`config.mk`:
```
export PLATFORM = sky130hd
export DESIGN_NAME = sdram_line_fill_sequencer_flat
export DESIGN_NICKNAME = d
export VERILOG_FILES = /design/src/rtl/sdram_fill_pkg.sv /design/src/rtl/sdram_line_fill_sequencer_if.sv /design/src/rtl/sdram_fill_fifo.sv /design/src/rtl/sdram_line_fill_sequencer.sv /design/src/flat_wrapper.sv
export SDC_FILE = /design/constraint.sdc
export NUM_CORES = 1
export LEC_CHECK = 0
export ABC_AREA = 1
export BUFFER_PORTS_ARGS = -buffer_cell sky130_fd_sc_hd__buf_2
export CORE_ASPECT_RATIO = 1.4
export CORE_MARGIN = 3
export CORE_UTILIZATION = 25
export DETAILED_ROUTE_END_ITERATION = 10
export GPL_TIMING_DRIVEN = 0
export SKIP_CTS_REPAIR_TIMING = 1
export SLEW_MARGIN = 20
export SYNTH_ARGS = -nofsm -noshare
export SYNTH_HDL_FRONTEND = slang
export SYNTH_SLANG_ARGS = --single-unit
```
`constraint.sdc`:
```
create_clock -name clk -period 3.15 [get_ports clk]
set_input_delay 0.315 -clock clk [delete_from_list [all_inputs] [get_ports clk]]
set_output_delay 0.315 -clock clk [all_outputs]
set_load 0.01 [all_outputs]
```
`src/rtl/sdram_fill_pkg.sv`:
```
// Shared types and default sizes for the SDRAM line-fill sequencer.
package sdram_fill_pkg;

  localparam int DEF_LINE_WORDS = 64;
  localparam int DEF_ADDR_W     = 25;
  localparam int DEF_FIFO_DEPTH = 4;

  typedef enum logic [1:0] {
    IDLE  = 2'd0,
    RUN   = 2'd1,
    DRAIN = 2'd2
  } fill_state_t;

endpackage

```
`src/rtl/sdram_line_fill_sequencer_if.sv`:
```
// Cache-side fill handshake plus SDRAM read port. The master modport is the sequencer;
// the slave modport is the environment, which is the cache together with the controller.
interface sdram_line_fill_sequencer_if
  import sdram_fill_pkg::*;
#(
  parameter int LINE_WORDS = DEF_LINE_WORDS,
  parameter int ADDR_W     = DEF_ADDR_W
) ();

  localparam int IDX_W = $clog2(LINE_WORDS);

  logic              fill_req;
  logic [ADDR_W-1:0] fill_addr;
  logic              fill_abort;
  logic              fill_ready;
  logic              fill_valid;
  logic              fill_take;
  logic [15:0]       fill_data;
  logic [IDX_W-1:0]  fill_index;
  logic              fill_last;
  logic              fill_done;
  logic              mem_req;
  logic [ADDR_W-1:0] mem_addr;
  logic              mem_ack;
  logic              mem_rvalid;
  logic [15:0]       mem_rdata;
  logic              err;

  modport master (
    input  fill_req, fill_addr, fill_abort, fill_take, mem_ack, mem_rvalid, mem_rdata,
    output fill_ready, fill_valid, fill_data, fill_index, fill_last, fill_done,
           mem_req, mem_addr, err
  );

  modport slave (
    output fill_req, fill_addr, fill_abort, fill_take, mem_ack, mem_rvalid, mem_rdata,
    input  fill_ready, fill_valid, fill_data, fill_index, fill_last, fill_done,
           mem_req, mem_addr, err
  );

endinterface

```
`src/rtl/sdram_fill_fifo.sv`:
```
// Synchronous show-ahead FIFO with flush. The head entry is visible on rdata whenever it is
// not empty. A push while full is accepted only when it is paired with a pop.
module sdram_fill_fifo #(
  parameter int WIDTH = 22,
  parameter int DEPTH = 4
) (
  input  logic                       clk,
  input  logic                       rst,
  input  logic                       push,
  input  logic                       pop,
  input  logic                       flush,
  input  logic [WIDTH-1:0]           wdata,
  output logic [WIDTH-1:0]           rdata,
  output logic [$clog2(DEPTH+1)-1:0] count,
  output logic                       empty
);

  localparam int CW = $clog2(DEPTH + 1);
  localparam int PW = (DEPTH > 1) ? $clog2(DEPTH) : 1;

  logic [WIDTH-1:0] mem [DEPTH];
  logic [PW-1:0]    rd_ptr, wr_ptr;
  logic             full, do_push, do_pop;

  function automatic logic [PW-1:0] bump(input logic [PW-1:0] p);
    return (p == PW'(DEPTH - 1)) ? '0 : p + PW'(1);
  endfunction

  assign empty   = (count == '0);
  assign full    = (count == CW'(DEPTH));
  assign do_pop  = pop && !empty;
  assign do_push = push && (!full || do_pop);
  assign rdata   = mem[rd_ptr];

  always_ff @(posedge clk or posedge rst) begin
    if (rst) begin
      rd_ptr <= '0;
      wr_ptr <= '0;
      count  <= '0;
    end else if (flush) begin
      rd_ptr <= '0;
      wr_ptr <= '0;
      count  <= '0;
    end else begin
      if (do_push) wr_ptr <= bump(wr_ptr);
      if (do_pop)  rd_ptr <= bump(rd_ptr);
      if (do_push && !do_pop)      count <= count + CW'(1);
      else if (!do_push && do_pop) count <= count - CW'(1);
    end
  end

  // NOTE: storage has no reset; count gates every read, so stale entries are never observed.
  always_ff @(posedge clk) begin
    if (do_push && !flush) mem[wr_ptr] <= wdata;
  end

endmodule

```
`src/rtl/sdram_line_fill_sequencer.sv`:
```
// Line-fill engine: issues LINE_WORDS single-word SDRAM reads for one cache line.
// Read credits bound the in-flight reads plus the buffered words to FIFO_DEPTH.
module sdram_line_fill_sequencer
  import sdram_fill_pkg::*;
#(
  parameter int LINE_WORDS = DEF_LINE_WORDS,
  parameter int ADDR_W     = DEF_ADDR_W,
  parameter int FIFO_DEPTH = DEF_FIFO_DEPTH
) (
  input  logic                           clk,
  input  logic                           rst,
  sdram_line_fill_sequencer_if.master    bus
);

  localparam int IDX_W = $clog2(LINE_WORDS);
  localparam int CW    = $clog2(FIFO_DEPTH + 1);
  localparam int EW    = 16 + IDX_W;

  fill_state_t       state, state_nxt;
  logic [ADDR_W-1:0] base_addr;
  logic [IDX_W:0]    issue_idx;
  logic [IDX_W-1:0]  ret_idx;
  logic [CW-1:0]     outstanding, outstanding_nxt, fifo_count;
  logic [CW:0]       credit_used;
  logic [EW-1:0]     head;
  logic [15:0]       head_data;
  logic [IDX_W-1:0]  head_idx;
  logic              fifo_empty, fill_done_q, err_q;
  logic              accept, acked, rv_ok, rv_stray, push, pop, pop_last, abort_run, flush;

  assign {head_data, head_idx} = head;

  assign accept    = (state == IDLE) && bus.fill_req;
  assign abort_run = (state == RUN) && bus.fill_abort;
  assign flush     = accept || abort_run;

  // issue_idx carries one extra bit, so its MSB alone means every word of the line was issued.
  assign credit_used  = {1'b0, outstanding} + {1'b0, fifo_count};
  assign bus.mem_req  = (state == RUN) && !issue_idx[IDX_W] && (credit_used < (CW+1)'(FIFO_DEPTH));
  assign bus.mem_addr = base_addr | ADDR_W'(issue_idx[IDX_W-1:0]);

  assign acked    = bus.mem_req && bus.mem_ack;
  assign rv_ok    = bus.mem_rvalid && (outstanding != '0);
  assign rv_stray = bus.mem_rvalid && (outstanding == '0);
  assign push     = (state == RUN) && rv_ok && !bus.fill_abort;

  assign bus.fill_ready = (state == IDLE);
  assign bus.fill_valid = (state == RUN) && !fifo_empty;
  assign pop            = bus.fill_valid && bus.fill_take;
  assign pop_last       = pop && (head_idx == '1) && !bus.fill_abort;

  assign bus.fill_data  = bus.fill_valid ? head_data : '0;
  assign bus.fill_index = bus.fill_valid ? head_idx : '0;
  assign bus.fill_last  = bus.fill_valid && (head_idx == '1);
  assign bus.fill_done  = fill_done_q;
  assign bus.err        = err_q;

  sdram_fill_fifo #(
    .WIDTH (EW),
    .DEPTH (FIFO_DEPTH)
  ) u_fifo (
    .clk   (clk),
    .rst   (rst),
    .push  (push),
    .pop   (pop),
    .flush (flush),
    .wdata ({bus.mem_rdata, ret_idx}),
    .rdata (head),
    .count (fifo_count),
    .empty (fifo_empty)
  );

  always_comb begin
    // NOTE: every always_comb output gets a default first, so no path can infer a latch.
    outstanding_nxt = outstanding;
    if (acked && !rv_ok)      outstanding_nxt = outstanding + CW'(1);
    else if (!acked && rv_ok) outstanding_nxt = outstanding - CW'(1);
  end

  always_comb begin
    state_nxt = state;
    unique case (state)
      IDLE:  if (bus.fill_req) state_nxt = RUN;
      RUN: begin
        if (bus.fill_abort)  state_nxt = (outstanding_nxt != '0) ? DRAIN : IDLE;
        else if (pop_last)   state_nxt = IDLE;
      end
      DRAIN: if (outstanding_nxt == '0) state_nxt = IDLE;
      default: state_nxt = IDLE;
    endcase
  end

  // NOTE: sequential state uses non-blocking assignments so every flop samples pre-edge values.
  always_ff @(posedge clk or posedge rst) begin
    if (rst) state <= IDLE;
    else     state <= state_nxt;
  end

  always_ff @(posedge clk or posedge rst) begin
    if (rst) begin
      base_addr   <= '0;
      issue_idx   <= '0;
      ret_idx     <= '0;
      outstanding <= '0;
      fill_done_q <= 1'b0;
      err_q       <= 1'b0;
    end else begin
      outstanding <= outstanding_nxt;
      fill_done_q <= pop_last;
      if (rv_stray) err_q <= 1'b1;
      if (accept) begin
        base_addr <= {bus.fill_addr[ADDR_W-1:IDX_W], {IDX_W{1'b0}}};
        issue_idx <= '0;
        ret_idx   <= '0;
      end else begin
        if (acked) issue_idx <= issue_idx + (IDX_W+1)'(1);
        if (push)  ret_idx   <= ret_idx + IDX_W'(1);
      end
    end
  end

endmodule

```
`src/flat_wrapper.sv`:
```
// flat-port wrapper written by rule: the top's interface ports become plain ports
module sdram_line_fill_sequencer_flat import sdram_fill_pkg::*;
#(
  parameter int LINE_WORDS = DEF_LINE_WORDS,
  parameter int ADDR_W     = DEF_ADDR_W,
  parameter int FIFO_DEPTH = DEF_FIFO_DEPTH
)
  (clk, rst, bus_fill_req, bus_fill_addr, bus_fill_abort, bus_fill_take, bus_mem_ack, bus_mem_rvalid, bus_mem_rdata, bus_fill_ready, bus_fill_valid, bus_fill_data, bus_fill_index, bus_fill_last, bus_fill_done, bus_mem_req, bus_mem_addr, bus_err);
  sdram_line_fill_sequencer_if #(.LINE_WORDS(LINE_WORDS), .ADDR_W(ADDR_W)) bus_i ();
  input  logic clk;
  input  logic rst;
  input wire logic [$bits(bus_i.fill_req)-1:0] bus_fill_req;
  input wire logic [$bits(bus_i.fill_addr)-1:0] bus_fill_addr;
  input wire logic [$bits(bus_i.fill_abort)-1:0] bus_fill_abort;
  input wire logic [$bits(bus_i.fill_take)-1:0] bus_fill_take;
  input wire logic [$bits(bus_i.mem_ack)-1:0] bus_mem_ack;
  input wire logic [$bits(bus_i.mem_rvalid)-1:0] bus_mem_rvalid;
  input wire logic [$bits(bus_i.mem_rdata)-1:0] bus_mem_rdata;
  output wire logic [$bits(bus_i.fill_ready)-1:0] bus_fill_ready;
  output wire logic [$bits(bus_i.fill_valid)-1:0] bus_fill_valid;
  output wire logic [$bits(bus_i.fill_data)-1:0] bus_fill_data;
  output wire logic [$bits(bus_i.fill_index)-1:0] bus_fill_index;
  output wire logic [$bits(bus_i.fill_last)-1:0] bus_fill_last;
  output wire logic [$bits(bus_i.fill_done)-1:0] bus_fill_done;
  output wire logic [$bits(bus_i.mem_req)-1:0] bus_mem_req;
  output wire logic [$bits(bus_i.mem_addr)-1:0] bus_mem_addr;
  output wire logic [$bits(bus_i.err)-1:0] bus_err;
  assign bus_i.fill_req = bus_fill_req;
  assign bus_i.fill_addr = bus_fill_addr;
  assign bus_i.fill_abort = bus_fill_abort;
  assign bus_i.fill_take = bus_fill_take;
  assign bus_i.mem_ack = bus_mem_ack;
  assign bus_i.mem_rvalid = bus_mem_rvalid;
  assign bus_i.mem_rdata = bus_mem_rdata;
  assign bus_fill_ready = bus_i.fill_ready;
  assign bus_fill_valid = bus_i.fill_valid;
  assign bus_fill_data = bus_i.fill_data;
  assign bus_fill_index = bus_i.fill_index;
  assign bus_fill_last = bus_i.fill_last;
  assign bus_fill_done = bus_i.fill_done;
  assign bus_mem_req = bus_i.mem_req;
  assign bus_mem_addr = bus_i.mem_addr;
  assign bus_err = bus_i.err;
  sdram_line_fill_sequencer #(.LINE_WORDS(LINE_WORDS), .ADDR_W(ADDR_W), .FIFO_DEPTH(FIFO_DEPTH)) u_core (.clk(clk), .rst(rst), .bus(bus_i));
endmodule
```
Yosys cells after proc, flatten, opt, wreduce, memory -nomap -nowiden
Memories as Yosys holds them, arrays and structs flattened.
Index checks and enable logic that the tools add are counted.
{"block": "word_totals", "regBits": 46, "ram_bits": 88, "inputBits": 48, "output_inout_bits": 53, "word_cells": 100, "memories": 1}
{"memory": "u_core.u_fifo.mem", "depth": 4, "width": 22, "read_ports": 1, "rd_ports_with_merged_regs": 0, "write_ports": 1, "line_no": "sdram_fill_fifo.sv:21", "text": "logic [WIDTH-1:0] mem [DEPTH];"}
{"block": "classes", "addsub": 9, "n_lt_le_gt_ge": 1, "eq_ne": 9, "muxes": 25, "bitwise_logic": 1, "n_reduce_logical": 44}
{"operator": "$or 25x6->25", "n": 1}
{"operator": "$mux 2", "n": 11}
{"operator": "$logic_and 1x1->1", "n": 21}
{"operator": "$mux 6", "n": 3}
{"operator": "$mux 16", "n": 1}
{"operator": "$mux 3", "n": 5}
{"operator": "$mux 7", "n": 2}
{"operator": "$logic_not 1->1", "n": 9}
{"operator": "$logic_not 3->1", "n": 3}
{"operator": "$reduce_bool 3->1", "n": 3}
{"operator": "$reduce_bool 2->1", "n": 4}
{"operator": "$add 7x1->7 const B", "n": 1}
{"operator": "$add 3x1->3 const B", "n": 2}
{"operator": "$add 6x1->6 const B", "n": 1}
{"operator": "$eq 2x2->1 const B", "n": 3}
{"operator": "$eq 6x6->1 const B", "n": 1}
{"operator": "$pmux 2 s3", "n": 1}
{"operator": "$sub 3x1->3 const B", "n": 2}
{"operator": "$add 2x1->2 const B", "n": 2}
{"operator": "$add 3x3->4", "n": 1}
{"operator": "$lt 4x3->1 const B", "n": 1}
{"operator": "$eq 3x3->1 const B", "n": 1}
{"operator": "$ne 3x2->1 const B", "n": 1}
{"operator": "$reduce_and 3->1", "n": 1}
{"operator": "6 further kinds", "n": 8}

Longest topological paths before layout
{"block": "depth", "word_depth": 12, "mapped_depth": 14, "depth_no_buf": 14}

Cells and area by module
Synthesis repeated with hierarchy kept, for this count alone.
{"block": "hier_totals", "cells_unflattened": 560, "area_unflattened_um2": 5885.6}
{"mod": "sdram_fill_fifo", "instances": 1, "cells_each": 280, "area_per_inst_um2": 3804.9, "seq_area_each_um2": 2817.7}
{"mod": "sdram_line_fill_sequencer", "instances": 1, "cells_each": 280, "area_per_inst_um2": 2080.7, "seq_area_each_um2": 975.9}

Worst setup path before layout
No wires, ideal clock.
{"block": "synth_timing", "path_type": "reg2reg", "from": "register u_core.outstanding[0]", "to": "memory u_core.u_fifo.mem[0][0] (enable)", "setup_ns": 0.401, "arrival_time_ns": 2.102, "required_ns": 2.749, "slack_ns": 0.647, "path_stages_with_launch": 10, "n_path_buf": 0, "synth_period_minus_slack_ns": 2.503, "cell_sequence": "dfrtp_1 inv_1 ha_1 nand2_1 nand2_1 inv_1 nand2_2 inv_1 nand2_2 nor2_1"}
{"block": "synth_between", "elab_chain_len": 8}
{"item": "from (decl)", "line_no": "sdram_line_fill_sequencer.sv:23", "text": "logic [CW-1:0] outstanding, outstanding_nxt, fifo_count;"}
{"item": "from (signal assigned)", "line_no": "sdram_line_fill_sequencer.sv:108", "text": "outstanding <= outstanding_nxt;"}
{"item": "$reduce_bool 3->1", "line_no": "sdram_line_fill_sequencer.sv:43", "text": "assign rv_ok = bus.mem_rvalid && (outstanding != '0);"}
{"item": "$logic_and 1x1->1", "line_no": "sdram_line_fill_sequencer.sv:43"}
{"item": "$logic_and 1x1->1 (2 in series)", "line_no": "sdram_line_fill_sequencer.sv:45", "text": "assign push = (state == RUN) && rv_ok && !bus.fill_abort;"}
{"item": "$logic_and 1x1->1", "line_no": "sdram_fill_fifo.sv:32", "text": "assign do_push = push && (!full || do_pop);"}
{"item": "$logic_and 1x1->1", "line_no": "sdram_fill_fifo.sv:54", "text": "if (do_push && !flush) mem[wr_ptr] <= wdata;"}
{"item": "$mux 1", "line_no": "sdram_fill_fifo.sv:54"}
{"item": "$mux 1 (implied by the code)", "line_no": "sdram_fill_fifo.sv:54"}
{"item": "to (decl)", "line_no": "sdram_fill_fifo.sv:21"}
No other way between the ends.

Worst setup path in the final report
{"block": "layout_timing", "from": "register u_core.outstanding[0]", "to": "register u_core.u_fifo.count[2]"}
{"block": "layout_between", "elab_chain_len": 8, "elab_cells_between_ends": 11, "classes_between": "2 x mux; 9 x reduce/logical"}
{"item": "$reduce_bool 3->1 *", "line_no": "sdram_line_fill_sequencer.sv:43"}
{"item": "$logic_and 1x1->1 *", "line_no": "sdram_line_fill_sequencer.sv:43"}
{"item": "$logic_and 1x1->1 * (2 in series)", "line_no": "sdram_line_fill_sequencer.sv:45"}
{"item": "$logic_and 1x1->1 *", "line_no": "sdram_fill_fifo.sv:32"}
{"item": "$logic_and 1x1->1 or $logic_not 1->1 (tied branches)", "line_no": "sdram_fill_fifo.sv:47, sdram_fill_fifo.sv:48"}
{"item": "$mux 3 or $logic_and 1x1->1 (tied branches)", "line_no": "sdram_fill_fifo.sv:47, sdram_fill_fifo.sv:48"}
{"item": "$mux 3 or $reduce_bool 3->1 (tied branches)"}
{"item": "to (signal assigned)", "line_no": "sdram_fill_fifo.sv:47", "text": "if (do_push && !do_pop) count <= count + CW'(1);"}
{"item": "to (signal assigned)", "line_no": "sdram_fill_fifo.sv:48", "text": "else if (!do_push && do_pop) count <= count - CW'(1);"}
{"item": "to (decl)", "line_no": "sdram_fill_fifo.sv:14", "text": "output logic [$clog2(DEPTH+1)-1:0] count,"}
Every way passes the cells marked *; elsewhere a longest branch is shown, timed or not.
A chain may end at the register's enable or synchronous reset.

==> out/qor.csv <==
stage;metric;value;unit
finish;commonest non-fill, non-tap cell in the layout;nand2_1;
critical_path;Setup crit start;u_core.outstanding[0];
grt;initial antenna violation count;0;
critical_path;RR Startpoint;u_core.outstanding[0];
grt;GRT overflow;0;
route;WL final;13000;µm
finish;Area Overhead vs Synth;25.2;%
clock_tree;Clock Pin Slew Worst Setup and Hold Paths;0.06;ns
hold_path;hold_sp;bus_fill_addr[19];
synth;Mapped Avg Cell Area;10.5;µm²
finish;layout cell share with drive strength beyond 1;0.233;
sta;Worst Skew;0.00706;ns
clock_tree;CTS Sinks;134;
grt;number of global-route vias before repair;3955;
die;Die W;134;µm
finish;fin util;0.320;
clock_tree;latest clock arrival within the worst-skew pair;0.41;ns
sta;RSZ-0062 raised after global routing;false;
sta;final hold vios;0;
critical_path;element type at the critical path end;register;
pwr;Pleak;3.09;nW
sta;Setup Viol. Count Final;0;
route;Avg WL per Cell;13.3;µm
route;Via-to-Cell Ratio;4.21;
synth;Ys Warns;0;
critical_path;arrival time worst endpoint;3.05;ns
place;Area after DPL;6670;µm²
grt;largest net degree at the start of global routing;30;
place;Placer Congestion;0.747;
critical_path;crit path kind;register to register;
grt;first-pass GRT wire length;20300;µm
synth;Netlist cell types;28;
die;core area;22600;µm²
critical_path;Crit Path Max Fanout;7;
clock_tree;Max Buffers Root-to-Sink;2;
route;Detail Route Antenna Nets;0;
clock_tree;CTS H-tree lvls;4;
synth;Cell Area, Synth;5770;µm²
place;Detailed Place HPWL;8800;µm
sta;Tcrit/Tclk final;0.868;
finish;Final Cell Area;7230;µm²
synth;Gate Count Post-Synth;549;
hold_path;HP Class;input pin to register;
critical_path;reg2reg setup slack;0.41;ns
route;total number of vias;4118;
outcome;status;complete, no violations;
die;Die Ht;186;µm
route;DRC viols;0;
finish;nets;726;
grt;GRT Overall Usage;0.106;
finish;most frequent cells in the layout;nand2_1 (104), buf_2 (102), nor2_1 (101), edfxtp_1 (88), o21ai_0 (51);
die;row count;65;
sta;min cycle time layout;2.74;ns
route;1st-iter DRT viols;167;
critical_path;Worst EP required;3.46;ns
sta;Slew Limit Headroom;0.488;
sta;hold slack;0.0925;ns
place;IO buf count;94;
sta;Worst Tran Pin Value;0.766;ns
pwr;power per cell area;839;nW/µm²
synth;Syn Nets;611;
finish;n_diodes;0;
die;Initial Util;0.255;
job;max cap viols;0;
critical_path;startpoint types;register;
sta;Max Fclk;366;MHz
pwr;Peak VDD IR;0.346;mV
synth;#FFs+latches synth;134;
clock_tree;TritonCTS clock tree;done;
route;Detailed Routing Iterations Pass 1;4;
synth;sequential area share after synthesis;0.657;
clock_tree;clock root buffer;clkbuf_16;
die;die footprint;25000;µm²
die;num ports;101;
clock_tree;total CTS buffers;17;
sta;Slew Limit Fails;0;
-- kinds of logic (layout without fill, tap and decap cells) --
family,count (synthesis),in the layout,share of synthesized area
DFF,134,134,0.657
and+or+nand+nor,242,242,0.172
buffers and inverters,68,196,0.0498
xor gates and xnor gates,6,6,0.00910
AOI/OAI and AO/OA,85,85,0.0802
adders and majority gates,14,14,0.0316
-- final timing paths --
path	end	cells past startpoint
hold / removal	u_core.base_addr[19]	3
max in group asynchronous	u_core.ret_idx[4]	4
hold reg to reg	u_core.bus.err	1
setup / recovery	u_core.u_fifo.count[2]	13
setup reg to reg	u_core.u_fifo.count[2]	13
min in group asynchronous	u_core.base_addr[23]	3
-- synthesized netlist by cell type --
| master | instances | share of area |
|---|---|---|
| nor2_1 | 105 | 0.068 |
| nand2_1 | 104 | 0.068 |
| edfxtp_1 | 88 | 0.46 |
| o21ai_0 | 51 | 0.044 |
| dfrtp_1 | 46 | 0.20 |
| inv_1 | 40 | 0.026 |
| a21oi_1 | 24 | 0.021 |
| nand3_1 | 17 | 0.015 |
| ha_1 | 13 | 0.028 |
| clkbuf_1 | 10 | 0.0065 |
| buf_2 | 8 | 0.0069 |
| buf_4 | 6 | 0.0078 |
| nand2_2 | 5 | 0.0054 |
| nand4_1 | 4 | 0.0043 |
| o22a_1 | 4 | 0.0061 |
| nor3_2 | 3 | 0.0052 |
| o21ai_1 | 3 | 0.0026 |
| xnor2_1 | 3 | 0.0046 |
| xor2_1 | 3 | 0.0046 |
| buf_1 | 2 | 0.0013 |
| inv_2 | 2 | 0.0013 |
| nor3_1 | 2 | 0.0017 |
| a31o_2 | 1 | 0.0015 |
| a31oi_4 | 1 | 0.0037 |
| fa_1 | 1 | 0.0035 |
| nand3_4 | 1 | 0.0030 |
| nor2_4 | 1 | 0.0020 |
| o31ai_1 | 1 | 0.0013 |
-- report_power, final --
| part | leakage, nW | total (mW) | internal [mW] | switching (mW) |
|---|---|---|---|---|
| registers | 1.39 | 2.32 | 2.15 | 0.175 |
| logic | 1.44 | 1.92 | 0.674 | 1.24 |
| clock network | 0.260 | 1.83 | 1.03 | 0.798 |
| total | 3.09 | 6.07 | 3.85 | 2.21 |
-- state kept, by name, indices dropped and copies added (netlist names) --
signal,cells
u_core.base_addr,19
u_core.bus.err,1
u_core.bus.fill_done,1
u_core.issue_idx,7
u_core.outstanding,3
u_core.ret_idx,6
u_core.state,2
u_core.u_fifo.count,3
u_core.u_fifo.mem,88
u_core.u_fifo.rd_ptr,2
u_core.u_fifo.wr_ptr,2
-- critical path, cell delays in order, from the launching register on --
cell	delay, ns
dfrtp_1	0.41
inv_1	0.11
ha_1	0.18
nand2_1	0.06
nand2_1	0.09
inv_1	0.09
nand2_2	0.17
inv_1	0.10
nand2_2	0.23
inv_1	0.12
ha_1	0.26
fa_1	0.44
xor2_1	0.17
o31ai_1	0.21
-- final cells by class --
cell class / count / area (µm²)
Multi-Input combinational cell: 347 / 1720
Clock buffer: 18 / 429
Timing Repair Buffer: 96 / 500
Tap cell: 301 / 377
Inverter: 42 / 158
Buffer: 26 / 130
Fill cell: 2370 / 15400
Clock inverter: 14 / 119
Sequential cell: 134 / 3790
-- per-layer routing --
| metal | routed length (µm) | GRT usage | share of wire | vias up |
|---|---|---|---|---|
| li1 | - | - | - | 2060 |
| met1 | 5860 | 0.138 | 0.45 | 1927 |
| met2 | 6250 | 0.171 | 0.48 | 120 |
| met3 | 748 | 0.0287 | 0.058 | 11 |
| met4 | 112 | 0.0355 | 0.0086 | 0 |
| met5 | 0 | 0 | 0 | - |
-- metrics by stage --
step | instances | TNS [ns] | power, mW | setup slack [ns]
detailed placement | 945 | 0 | 4.30 | 0.423
global route | 978 | 0 | 6.49 | 0.166
global placement | 944 | -21.66 | 4.25 | -0.263
finish | 978 | 0 | 6.07 | 0.415
CTS | 977 | 0 | 6.15 | 0.394
floorplan | 549 | 0 | 3.61 | 0.647
Power figures use the tool's default switching activity.
